## src/rtl/calc_pkg.sv

```systemverilog
// -----------------------------------------------------------------------------
// calc_pkg
// Shared types and constants for the sequential calculator: operation codes,
// controller state encoding and the operand/result widths. Imported by the
// RTL and by the testbench.
// -----------------------------------------------------------------------------
package calc_pkg;

  localparam int OPW  = 8;
  localparam int RESW = 16;

  typedef enum logic [1:0] {
    ADD = 2'b00,
    SUB = 2'b01,
    MUL = 2'b10,
    DIV = 2'b11
  } op_e;

  typedef enum logic [1:0] {
    IDLE = 2'b00,
    EXEC = 2'b01,
    DONE = 2'b10
  } state_e;

endpackage

```

## src/rtl/calc_if.sv

```systemverilog
// -----------------------------------------------------------------------------
// calculator_io
// Bundles the request and response handshakes of the calculator.
//   request : in_valid / in_ready, operand_A, operand_B, op_code
//   response: out_valid / out_ready, result, div_by_zero
//   status  : busy
// slave  : the calculator core side.
// master : the producer/consumer side (driver and monitor).
// -----------------------------------------------------------------------------
interface calculator_io;

  logic                       in_valid;
  logic                       in_ready;
  logic [calc_pkg::OPW-1:0]   operand_A;
  logic [calc_pkg::OPW-1:0]   operand_B;
  logic [1:0]                 op_code;
  logic                       out_valid;
  logic                       out_ready;
  logic [calc_pkg::RESW-1:0]  result;
  logic                       div_by_zero;
  logic                       busy;

  modport slave (
    input  in_valid, operand_A, operand_B, op_code, out_ready,
    output in_ready, out_valid, result, div_by_zero, busy
  );

  modport master (
    output in_valid, operand_A, operand_B, op_code, out_ready,
    input  in_ready, out_valid, result, div_by_zero, busy
  );

endinterface

```

## src/rtl/calc_iter_unit.sv

```systemverilog
// -----------------------------------------------------------------------------
// calc_iter_unit
// Shared iterative engine for MUL (shift-add) and DIV (restoring division).
// One work register carries the product, or {remainder, quotient}, and is
// updated once per cycle for ITER iterations.
//   clk, rst_n : clock, asynchronous active-low reset
//   start      : load operands and perform the first iteration
//   mode_div   : 1 = divide, 0 = multiply (sampled with start)
//   a, b       : multiplier/multiplicand or dividend/divisor
//   done       : one-cycle pulse once the final iteration is in the register
//   res        : MUL -> product, DIV -> {remainder[7:0], quotient[7:0]}
// -----------------------------------------------------------------------------
module calc_iter_unit
  import calc_pkg::*;
#(
  parameter int ITER = 8
) (
  input  logic            clk,
  input  logic            rst_n,
  input  logic            start,
  input  logic            mode_div,
  input  logic [OPW-1:0]  a,
  input  logic [OPW-1:0]  b,
  output logic            done,
  output logic [RESW-1:0] res
);

  localparam int CW = (ITER > 1) ? $clog2(ITER) : 1;

  logic            run_q,  run_d;
  logic            done_q, done_d;
  logic [CW-1:0]   cnt_q,  cnt_d;
  logic [RESW-1:0] work_q, work_d;
  logic [OPW-1:0]  b_q,    b_d;
  logic            div_q,  div_d;

  // One iteration of either algorithm on the work register.
  //   MUL: work = {acc_hi, multiplier}; add the multiplicand to the upper
  //        half when the multiplier LSB is set, then shift right with carry.
  //   DIV: work = {rem, dividend/quotient}; shift the next dividend bit into
  //        the remainder and subtract the divisor when it fits. The remainder
  //        is always below the divisor, so it never needs a ninth bit.
  function automatic logic [RESW-1:0] step(input logic [RESW-1:0] w,
                                           input logic [OPW-1:0]  d,
                                           input logic            is_div);
    logic [OPW:0] hi;
    logic [OPW:0] sh;
    if (is_div) begin
      sh = w[RESW-1:OPW-1];
      if (sh >= {1'b0, d}) begin
        sh   = sh - {1'b0, d};
        step = {sh[OPW-1:0], w[OPW-2:0], 1'b1};
      end else begin
        step = {sh[OPW-1:0], w[OPW-2:0], 1'b0};
      end
    end else begin
      hi   = {1'b0, w[RESW-1:OPW]} + (w[0] ? {1'b0, d} : '0);
      step = {hi, w[OPW-1:1]};
    end
  endfunction

  always_comb begin
    run_d  = run_q;
    done_d = 1'b0;
    cnt_d  = cnt_q;
    work_d = work_q;
    b_d    = b_q;
    div_d  = div_q;
    if (start) begin
      // The load cycle already performs iteration 0, so the last iteration
      // lands in the register ITER-1 cycles later and done follows it.
      b_d    = b;
      div_d  = mode_div;
      work_d = step({{(RESW-OPW){1'b0}}, a}, b, mode_div);
      cnt_d  = CW'(1);
      run_d  = (ITER > 1);
      done_d = (ITER == 1);
    end else if (run_q) begin
      work_d = step(work_q, b_q, div_q);
      if (cnt_q == CW'(ITER - 1)) begin
        run_d  = 1'b0;
        done_d = 1'b1;
        cnt_d  = '0;
      end else begin
        cnt_d = cnt_q + CW'(1);
      end
    end
  end

  always_ff @(posedge clk or negedge rst_n) begin
    if (!rst_n) begin
      run_q  <= 1'b0;
      done_q <= 1'b0;
      cnt_q  <= '0;
    end else begin
      run_q  <= run_d;
      done_q <= done_d;
      cnt_q  <= cnt_d;
    end
  end

  // Datapath registers carry no reset; they are always loaded by start.
  always_ff @(posedge clk) begin
    work_q <= work_d;
    b_q    <= b_d;
    div_q  <= div_d;
  end

  assign done = done_q;
  assign res  = work_q;

endmodule

```

## src/rtl/calc_core.sv

```systemverilog
// -----------------------------------------------------------------------------
// calc_core
// Sequential calculator. Accepts operands/opcode on a valid/ready handshake,
// computes ADD/SUB in one step and MUL/DIV through calc_iter_unit, then holds
// the 16-bit result on a valid/ready handshake until the consumer takes it.
//   clk, rst_n : clock, asynchronous active-low reset
//   io (slave) : in_valid/in_ready, operand_A, operand_B, op_code,
//                out_valid/out_ready, result, div_by_zero, busy
// -----------------------------------------------------------------------------
module calc_core
  import calc_pkg::*;
#(
  parameter int ITER = 8
) (
  input  logic         clk,
  input  logic         rst_n,
  calculator_io.slave  io
);

  state_e            state_q,     state_d;
  logic [RESW-1:0]   result_q,    result_d;
  logic              dbz_q,       dbz_d;
  logic              out_valid_q, out_valid_d;

  op_e               op;
  logic              b_zero;
  logic              iter_start;
  logic              iter_done;
  logic [RESW-1:0]   iter_res;
  logic signed [RESW-1:0] a_s, b_s, sum_s, diff_s;

  assign op     = op_e'(io.op_code);
  assign b_zero = (io.operand_B == '0);

  // Operands are zero-extended into signed 16-bit so SUB wraps to two's
  // complement (3 - 5 = 16'hFFFE).
  assign a_s    = $signed({{(RESW-OPW){1'b0}}, io.operand_A});
  assign b_s    = $signed({{(RESW-OPW){1'b0}}, io.operand_B});
  assign sum_s  = a_s + b_s;
  assign diff_s = a_s - b_s;

  calc_iter_unit #(.ITER(ITER)) u_iter (
    .clk      (clk),
    .rst_n    (rst_n),
    .start    (iter_start),
    .mode_div (op == DIV),
    .a        (io.operand_A),
    .b        (io.operand_B),
    .done     (iter_done),
    .res      (iter_res)
  );

  always_comb begin
    state_d    = state_q;
    result_d   = result_q;
    dbz_d      = dbz_q;
    iter_start = 1'b0;
    unique case (state_q)
      IDLE: begin
        if (io.in_valid) begin
          dbz_d = 1'b0;
          unique case (op)
            ADD: begin
              result_d = sum_s;
              state_d  = DONE;
            end
            SUB: begin
              result_d = diff_s;
              state_d  = DONE;
            end
            MUL: begin
              iter_start = 1'b1;
              state_d    = EXEC;
            end
            DIV: begin
              if (b_zero) begin
                result_d = '1;
                dbz_d    = 1'b1;
                state_d  = DONE;
              end else begin
                iter_start = 1'b1;
                state_d    = EXEC;
              end
            end
          endcase
        end
      end
      EXEC: begin
        if (iter_done) begin
          result_d = iter_res;
          state_d  = DONE;
        end
      end
      DONE: begin
        if (io.out_ready) state_d = IDLE;
      end
      default: state_d = IDLE;
    endcase
    out_valid_d = (state_d == DONE);
  end

  always_ff @(posedge clk or negedge rst_n) begin
    if (!rst_n) begin
      state_q     <= IDLE;
      result_q    <= '0;
      dbz_q       <= 1'b0;
      out_valid_q <= 1'b0;
    end else begin
      state_q     <= state_d;
      result_q    <= result_d;
      dbz_q       <= dbz_d;
      out_valid_q <= out_valid_d;
    end
  end

  assign io.in_ready    = (state_q == IDLE);
  assign io.busy        = (state_q != IDLE);
  assign io.out_valid   = out_valid_q;
  assign io.result      = result_q;
  assign io.div_by_zero = dbz_q;

endmodule
```

## src/flat_wrapper.sv

```systemverilog
// flat-port wrapper written by rule: the top's interface ports become plain ports
module calc_core_flat import calc_pkg::*;
#(
  parameter int ITER = 8
)
  (clk, rst_n, io_in_valid, io_operand_A, io_operand_B, io_op_code, io_out_ready, io_in_ready, io_out_valid, io_result, io_div_by_zero, io_busy);
  calculator_io io_i ();
  input  logic clk;
  input  logic rst_n;
  input wire logic [$bits(io_i.in_valid)-1:0] io_in_valid;
  input wire logic [$bits(io_i.operand_A)-1:0] io_operand_A;
  input wire logic [$bits(io_i.operand_B)-1:0] io_operand_B;
  input wire logic [$bits(io_i.op_code)-1:0] io_op_code;
  input wire logic [$bits(io_i.out_ready)-1:0] io_out_ready;
  output wire logic [$bits(io_i.in_ready)-1:0] io_in_ready;
  output wire logic [$bits(io_i.out_valid)-1:0] io_out_valid;
  output wire logic [$bits(io_i.result)-1:0] io_result;
  output wire logic [$bits(io_i.div_by_zero)-1:0] io_div_by_zero;
  output wire logic [$bits(io_i.busy)-1:0] io_busy;
  assign io_i.in_valid = io_in_valid;
  assign io_i.operand_A = io_operand_A;
  assign io_i.operand_B = io_operand_B;
  assign io_i.op_code = io_op_code;
  assign io_i.out_ready = io_out_ready;
  assign io_in_ready = io_i.in_ready;
  assign io_out_valid = io_i.out_valid;
  assign io_result = io_i.result;
  assign io_div_by_zero = io_i.div_by_zero;
  assign io_busy = io_i.busy;
  calc_core #(.ITER(ITER)) u_core (.clk(clk), .rst_n(rst_n), .io(io_i));
endmodule
```

## config.mk

```make
export PLATFORM = sky130hd
export DESIGN_NAME = calc_core_flat
export DESIGN_NICKNAME = d
export VERILOG_FILES = /design/src/rtl/calc_pkg.sv /design/src/rtl/calc_if.sv /design/src/rtl/calc_iter_unit.sv /design/src/rtl/calc_core.sv /design/src/flat_wrapper.sv
export SDC_FILE = /design/constraint.sdc
export NUM_CORES = 1
export LEC_CHECK = 0
export CORE_MARGIN = 2
export CORE_UTILIZATION = 38
export CTS_CLUSTER_DIAMETER = 60
export DETAILED_ROUTE_END_ITERATION = 16
export GPL_TIMING_DRIVEN = 0
export HOLD_SLACK_MARGIN = 0.15
export SLEW_MARGIN = 10
export SYNTH_ARGS = -nofsm -noshare
export SYNTH_HDL_FRONTEND = slang
export SYNTH_SLANG_ARGS = --single-unit
```

## constraint.sdc

```tcl
create_clock -name clk -period 3.4 [get_ports clk]
set_input_delay 0.51 -clock clk [delete_from_list [all_inputs] [get_ports clk]]
set_output_delay 0.51 -clock clk [all_outputs]
set_load 0.02 [all_outputs]
```

== Word-level counts from Yosys, hierarchy flattened ==
Cells that the tools add are included.

* Flip-flop bits (word level): 50
* Input port bits: 22
* Logic and storage cells: 72

* Add/sub/neg operators: 6
* $lt $le $gt $ge: 2
* Equal/unequal tests: 11
* Multiplexer cells: 34
* Reduce and logical (&&, ||, !) cells: 9

{| class="wikitable"
|+ Operators with widths
! cell !! count
|-
| 16-bit two-way mux || 9
|-
| 16-bit case mux with 3 select lines || 1
|-
| 16-bit case mux with 2 select lines || 1
|-
| 8-bit by 8-bit adder with 9-bit output || 2
|-
| 8-bit two-way mux || 2
|-
| 2-bit case mux with 3 select lines || 2
|-
| 1-bit two-way mux || 11
|-
| 9-bit by 8-bit >= comparator with 1-bit output || 1
|-
| 3-bit two-way mux || 3
|-
| 8-bit by 8-bit subtractor with 9-bit output || 1
|-
| 2-bit equality test, second input constant || 4
|-
| 1-bit by 8-bit >= comparator with 1-bit output || 1
|-
| 8-bit zero test || 1
|-
| 2-bit two-way mux || 4
|-
| 1-bit by 8-bit subtractor with 8-bit output || 1
|-
| 8-bit subtractor || 1
|-
| 2-bit nonzero test || 3
|-
| 5-bit AND reduction || 1
|-
| 2-bit by 1-bit equality test with 1-bit output, second input constant || 2
|-
| 2-bit zero test || 2
|-
| 2-bit != test, second input constant || 2
|-
| 4-bit by 1-bit != test with 1-bit output, second input constant || 1
|-
| 3-bit by 1-bit adder with 3-bit output, second input constant || 1
|-
| 3-bit equality test, second input constant || 1
|-
| 4 further kinds || 4
|}

== Depth between registers and ports, before layout ==
* Depth after elaboration: 6
* Depth in mapped cells: 10
* Mapped depth without buffers: 10

== By module ==
From an unflattened synthesis, not the netlist that was laid out.

* Cell total of the unflattened synthesis: 452
* Area total of the unflattened synthesis: 4155.2 µm²

{| class="wikitable"
|+ By module, submodules not included
! module !! times used !! cells each !! area each (µm²) !! seq. area each (µm²)
|-
| calc_iter_unit || 1 || 240 || 2331.0 || 875.8
|-
| calc_core || 1 || 212 || 1824.2 || 500.5
|}

== Worst setup path before layout ==
No wires, ideal clock.

* Kind: register to register
* From: reg u_core.u_iter.work_q[0], in the netlist u_core.u_iter.res[0]
* To: reg u_core.u_iter.work_q[13], in the netlist u_core.u_iter.res[13] (data pin)
* Library setup time: 0.258 ns
* Arrival: 2.107 ns
* Required time: 3.142 ns
* Slack: 1.035 ns
* Cell stages (with the launch flop): 10
* Path buffers: 0
* Clock period less this slack: 2.365 ns
* Cells stage by stage: edfxtp_1 > and2_1 > ha_1 > fa_1 > nand2_1 > a21oi_1 > or3_1 > a21oi_1 > o31ai_1 > o221a_2

* Word-level cells in the longest chain between the ends: 5

{| class="wikitable"
|+ Ends and longest elaborated chain
! item !! line !! text
|-
| start: declaration || calc_iter_unit.sv:33 || <nowiki>logic [RESW-1:0] work_q, work_d;</nowiki>
|-
| start signal: assignment || calc_iter_unit.sv:104 || <nowiki>work_q <= work_d;</nowiki>
|-
| 8-bit two-way mux || calc_iter_unit.sv:57 || <nowiki>hi = {1'b0, w[RESW-1:OPW]} + (w[0] ? {1'b0, d} : '0);</nowiki>
|-
| 8-bit by 8-bit adder with 9-bit output || calc_iter_unit.sv:57 ||
|-
| 16-bit two-way mux || calc_iter_unit.sv:48 || <nowiki>if (is_div) begin</nowiki>
|-
| 16-bit two-way mux || calc_iter_unit.sv:78 || <nowiki>end else if (run_q) begin</nowiki>
|-
| 16-bit two-way mux || calc_iter_unit.sv:69 || <nowiki>if (start) begin</nowiki>
|-
| via u_core.u_iter.work_d[13] || calc_iter_unit.sv:33 ||
|}

The timed path passes the listed nets, and every way through them passes these cells. The select of a mux whose other input is x is not followed.
A chain may end at the register's enable or synchronous reset.

== Final worst setup path ==
* From: in io_operand_B[3]
* To: reg u_core.u_iter.work_q[7], in the netlist u_core.u_iter.res[7], enable pin

* Word-level cells in the longest chain between the ends: 6

{| class="wikitable"
|+ Ends and longest elaborated chain
! item !! line !! text
|-
| start: declaration || flat_wrapper.sv:12 || <nowiki>input wire logic [$bits(io_i.operand_B)-1:0] io_operand_B;</nowiki>
|-
| 8-bit zero test || calc_core.sv:33 || <nowiki>assign b_zero = (io.operand_B == '0);</nowiki>
|-
| 1-bit two-way mux || calc_core.sv:76 || <nowiki>if (b_zero) begin</nowiki>
|-
| 1-bit case mux with 2 select lines || calc_core.sv:62 || <nowiki>unique case (op)</nowiki>
|-
| 1-bit two-way mux || calc_core.sv:60 || <nowiki>if (io.in_valid) begin</nowiki>
|-
| 1-bit two-way mux || calc_core.sv:58 || <nowiki>unique case (state_q)</nowiki>
|-
| 2-bit nonzero test (no source line) || -- ||
|}

Every way passes these cells.

==> impl_metrics.toml <==
[cts]
cts_inserted_buffers = 5
root_buffer = "sky130_fd_sc_hd__clkbuf_8"
cts_hold_repair.buffers = 0
post_cts.resized_instances = 0
cts_tree = "done"
cts_setup_buffers = 0
ctsHtreeMaxLevel = 2
buffers_from_clock_root_to_sink_at_most = 2
clock_transition_at_the_registers_of_the_reported_paths_ns = 0.11
clock-sinks = 50
later_pin_clock_latency_in_the_skew_report_ns = 0.31

[global_routing]
global_route.overflow_total = 0
grt_max_degree = 26
globalRouteTotalUtil_pct = 20.5
grt_antenna_before_repair = 0
grt_first_pass_wirelength_um = 18800
first_global_vias = 3596

[synth]
synthArstFlopShare_pct = 50.0
netlist_instances = 461
yosys_warnings = 0
yosys_register_bits = 50
mappedNetlistNets = 523
yosys_most_used_dff = "sky130_fd_sc_hd__edfxtp_1"
synth_sequential_area_ratio_pct = 33.1
number_of_enable_type_register_cells_in_the_synthesized_netlist = 25
synth_cell_type_count = 70
mean_instance_size_in_the_synthesized_netlist_sq_um = 9.02
syn-cell-area_sq_um = 4160

[setup_path]
worst-setup-path-type = "in -> reg"
cp_peak_stage_delay_ns = 0.61
crit_arrival_ns = 3.10
cp_num_buf_inv = 3
r2r_start = "u_core.u_iter.res[0]$_DFFE_PP_"
r2r.worst_path.cells = 9
worst_path_most_repeated_cell = "sky130_fd_sc_hd__buf_2"
reg2reg_to = "u_core.u_iter.res[13]$_DFFE_PP_"
timing.critical_path.slowest_stage_cell = "sky130_fd_sc_hd__clkdlybuf4s50_1"
cp_num_cells = 7
crit_fanout = 16
reg2reg_setup_slack_ns = 0.66
timing.critical_path.cells = "clkdlybuf4s50_1, nor3_2, nand4_4, nand3_2, buf_2, buf_2, nand2_1"
cp-start-kind = "primary input"
crit_required_ns = 3.27
endpoint_kind = "flip-flop"
crit_family = "simple AND/OR/NAND/NOR gates"
worst_setup_path_startpoint = "io_operand_B[3]"

[sta]
setup-violations-final = 0
grt_setup_unrepaired = "no"
layout_min_cycle_time_ns = 3.23
final-max-slew-violation-count = 0
finClkSkew_ns = 0.0136
worst_slew_pin_slew_ns = 0.781
hold_viol_final = 0
clock.fmax_mhz = 310
final.setup.worst_slack_ns = 0.169
relSlewSlack_pct = 47.8
final_min_period_over_clock_period_pct = 95.0

[detailed_routing]
detail_route.first_pass.iterations = 5
wl_per_cell_um = 18.2
drc = 0
via_per_inst = 5.67
detail-route-antenna-nets = 0
num_vias = 3680
final_routed_wirelength_across_all_metal_layers_um = 11800
detail_route.iter0.violations = 257

[finish]
multi_input_area_sq_um = 2560
area_growth_pct = 16.1
antenna_diode_count = 0
final_core_utilization_pct = 44.9
final_net_count = 570
fillCellCount = 1127
fraction_of_layout_cells_with_a_size_suffix_above_1_pct = 8.45
seq_area_sq_um = 1380

[floorplanning]
row_count = 38
die_y_um = 109
fp.dieW_um = 109
placeableCoreArea_sq_um = 10700
ios = 42
die_footprint_sq_um = 11800
initial_utilization_pct = 38.7

[power]
static_power_due_to_leakage_nw = 1.99
vdd.ir_drop.worst_mv = 0.344
powerDensity_nw_per_um2 = 802

[place]
hpwl_um = 9260
placement.io_buffers = 40
place.gp.congestion = 0.908
post-place-ws_ns = -0.167

[job]
maxCapViolCount = 0

[outcome]
outcome = "finished, final reports clean"

[worst_hold_path]
hold_path_class = "in -> async"
-- kinds of logic after synthesis --
family / after synthesis / share of synthesized area, %
and+or+nand+nor: 149 / 19.2
AOI/OAI and AO/OA: 140 / 22.6
buffers and inverters: 51 / 5.23
DFF: 50 / 33.1
adders and majority gates: 40 / 12.8
muxes: 16 / 3.94
xor gates and xnor gates: 15 / 3.16
-- how the worst max path moves through the flow --
stage	end	slack, ns
4_1_cts	u_core.u_iter.res[7]$_DFFE_PP_	0.18
2_1_floorplan	u_core.u_iter.res[13]$_DFFE_PP_	1.03
5_1_grt	u_core.u_iter.res[1]$_DFFE_PP_	0.04
6_report	u_core.u_iter.res[7]$_DFFE_PP_	0.17
3_5_place_dp	u_core.u_iter.res[7]$_DFFE_PP_	-0.17
3_3_place_gp	u_core.u_iter.res[11]$_DFFE_PP_	-0.06
-- cells in the final DEF (no fill, tap or decap), drive strengths merged, types with 5 or more instances in the layout --
cell and instances:
clkbuf 14, a31oi 10, nand3 8, mux2i 13
inv 34, nor2b 8, clkdlybuf4s50 39, o221ai 5
nand2b 5, dfrtp 25, nand2 33, a21oi 44
and2 13, a211oi 15, a221oi 5, xnor2 11
nor3 14, nor2 42, buf 10, ha 36
o21ai 28, edfxtp 25
-- through the flow --
| stage | area (sq um) | hold slack (ns) | TNS [ns] | total power [mW] | instances |
|---|---|---|---|---|---|
| 2_1_floorplan | 4160 | 0.214 | 0 | 2.72 | 461 |
| 3_3_place_gp | 4730 | 0.468 | -0.954 | 3.42 | 641 |
| 3_5_place_dp | 4730 | 0.477 | -2.65 | 3.49 | 641 |
| 4_1_cts | 4830 | 0.504 | 0 | 3.87 | 649 |
| 5_1_grt | 4830 | 0.212 | 0 | 4.19 | 649 |
| 6_report | 4830 | 0.175 | 0 | 3.87 | 649 |
-- routing by layer --
| layer | up-vias | wire (um) | global-route usage [%] |
|---|---|---|---|
| li1 | 1783 | - | - |
| met1 | 1774 | 5330 | 26.8 |
| met2 | 104 | 5760 | 35.7 |
| met3 | 19 | 458 | 2.27 |
| met4 | 0 | 258 | 5.77 |
| met5 | - | 0 | 0 |
-- synth_stat cells (3+ instances only) --
cell type / instances / area share (%)
sky130_fd_sc_hd__a21oi_1: 44 / 5.3
sky130_fd_sc_hd__nor2_1: 42 / 3.8
sky130_fd_sc_hd__ha_1: 36 / 11
sky130_fd_sc_hd__nand2_1: 33 / 3.0
sky130_fd_sc_hd__inv_1: 32 / 2.9
sky130_fd_sc_hd__dfrtp_1: 25 / 15
sky130_fd_sc_hd__edfxtp_1: 25 / 18
sky130_fd_sc_hd__o21ai_0: 18 / 2.2
sky130_fd_sc_hd__a211oi_1: 15 / 2.7
sky130_fd_sc_hd__mux2i_1: 13 / 3.1
sky130_fd_sc_hd__nor3_1: 13 / 1.6
sky130_fd_sc_hd__and2_1: 12 / 1.8
sky130_fd_sc_hd__xnor2_1: 11 / 2.3
sky130_fd_sc_hd__o21ai_1: 10 / 1.2
sky130_fd_sc_hd__clkbuf_1: 9 / 0.81
sky130_fd_sc_hd__a31oi_1: 8 / 1.2
sky130_fd_sc_hd__nand3_1: 7 / 0.84
sky130_fd_sc_hd__nor2b_1: 7 / 1.1
sky130_fd_sc_hd__buf_2: 6 / 0.72
sky130_fd_sc_hd__nand2b_1: 5 / 0.75
sky130_fd_sc_hd__o221ai_1: 5 / 1.1
sky130_fd_sc_hd__a221oi_1: 4 / 0.84
sky130_fd_sc_hd__and3_1: 4 / 0.60
sky130_fd_sc_hd__fa_1: 4 / 1.9
sky130_fd_sc_hd__o22ai_1: 4 / 0.60
sky130_fd_sc_hd__xor2_1: 4 / 0.84
sky130_fd_sc_hd__mux2_2: 3 / 0.81
sky130_fd_sc_hd__o21a_1: 3 / 0.54
sky130_fd_sc_hd__o21bai_1: 3 / 0.54
sky130_fd_sc_hd__or2_2: 3 / 0.45
-- flip-flops by register name, summed over array words and instances (netlist names) --
name	count
u_core.state_q	2
u_core.u_iter.div_q	1
u_core.u_iter.b_q	8
u_core.u_iter.cnt_q	3
u_core.io.result	16
u_core.io.out_valid	1
u_core.io.div_by_zero	1
u_core.u_iter.res	16
u_core.u_iter.run_q	1
u_core.u_iter.done	1
-- report_power, final --
group	total, mW	leakage [nW]	switching, mW	internal, mW
Combinational	2.29	1.40	1.31	0.984
Clock	0.379	0.0502	0.226	0.153
Sequential	1.20	0.548	0.241	0.957
-- cell type report --
class	instances	share of cell area, %
buffer	18	1.94
inverter	33	2.57
clock buffer	5	1.43
tap	140	3.63
multi-input combinational	360	53.1
clock inverter	3	0.596
timing repair buffer	40	8.19
sequential	50	28.5
No activity file was read; power rests on OpenSTA's default activity.
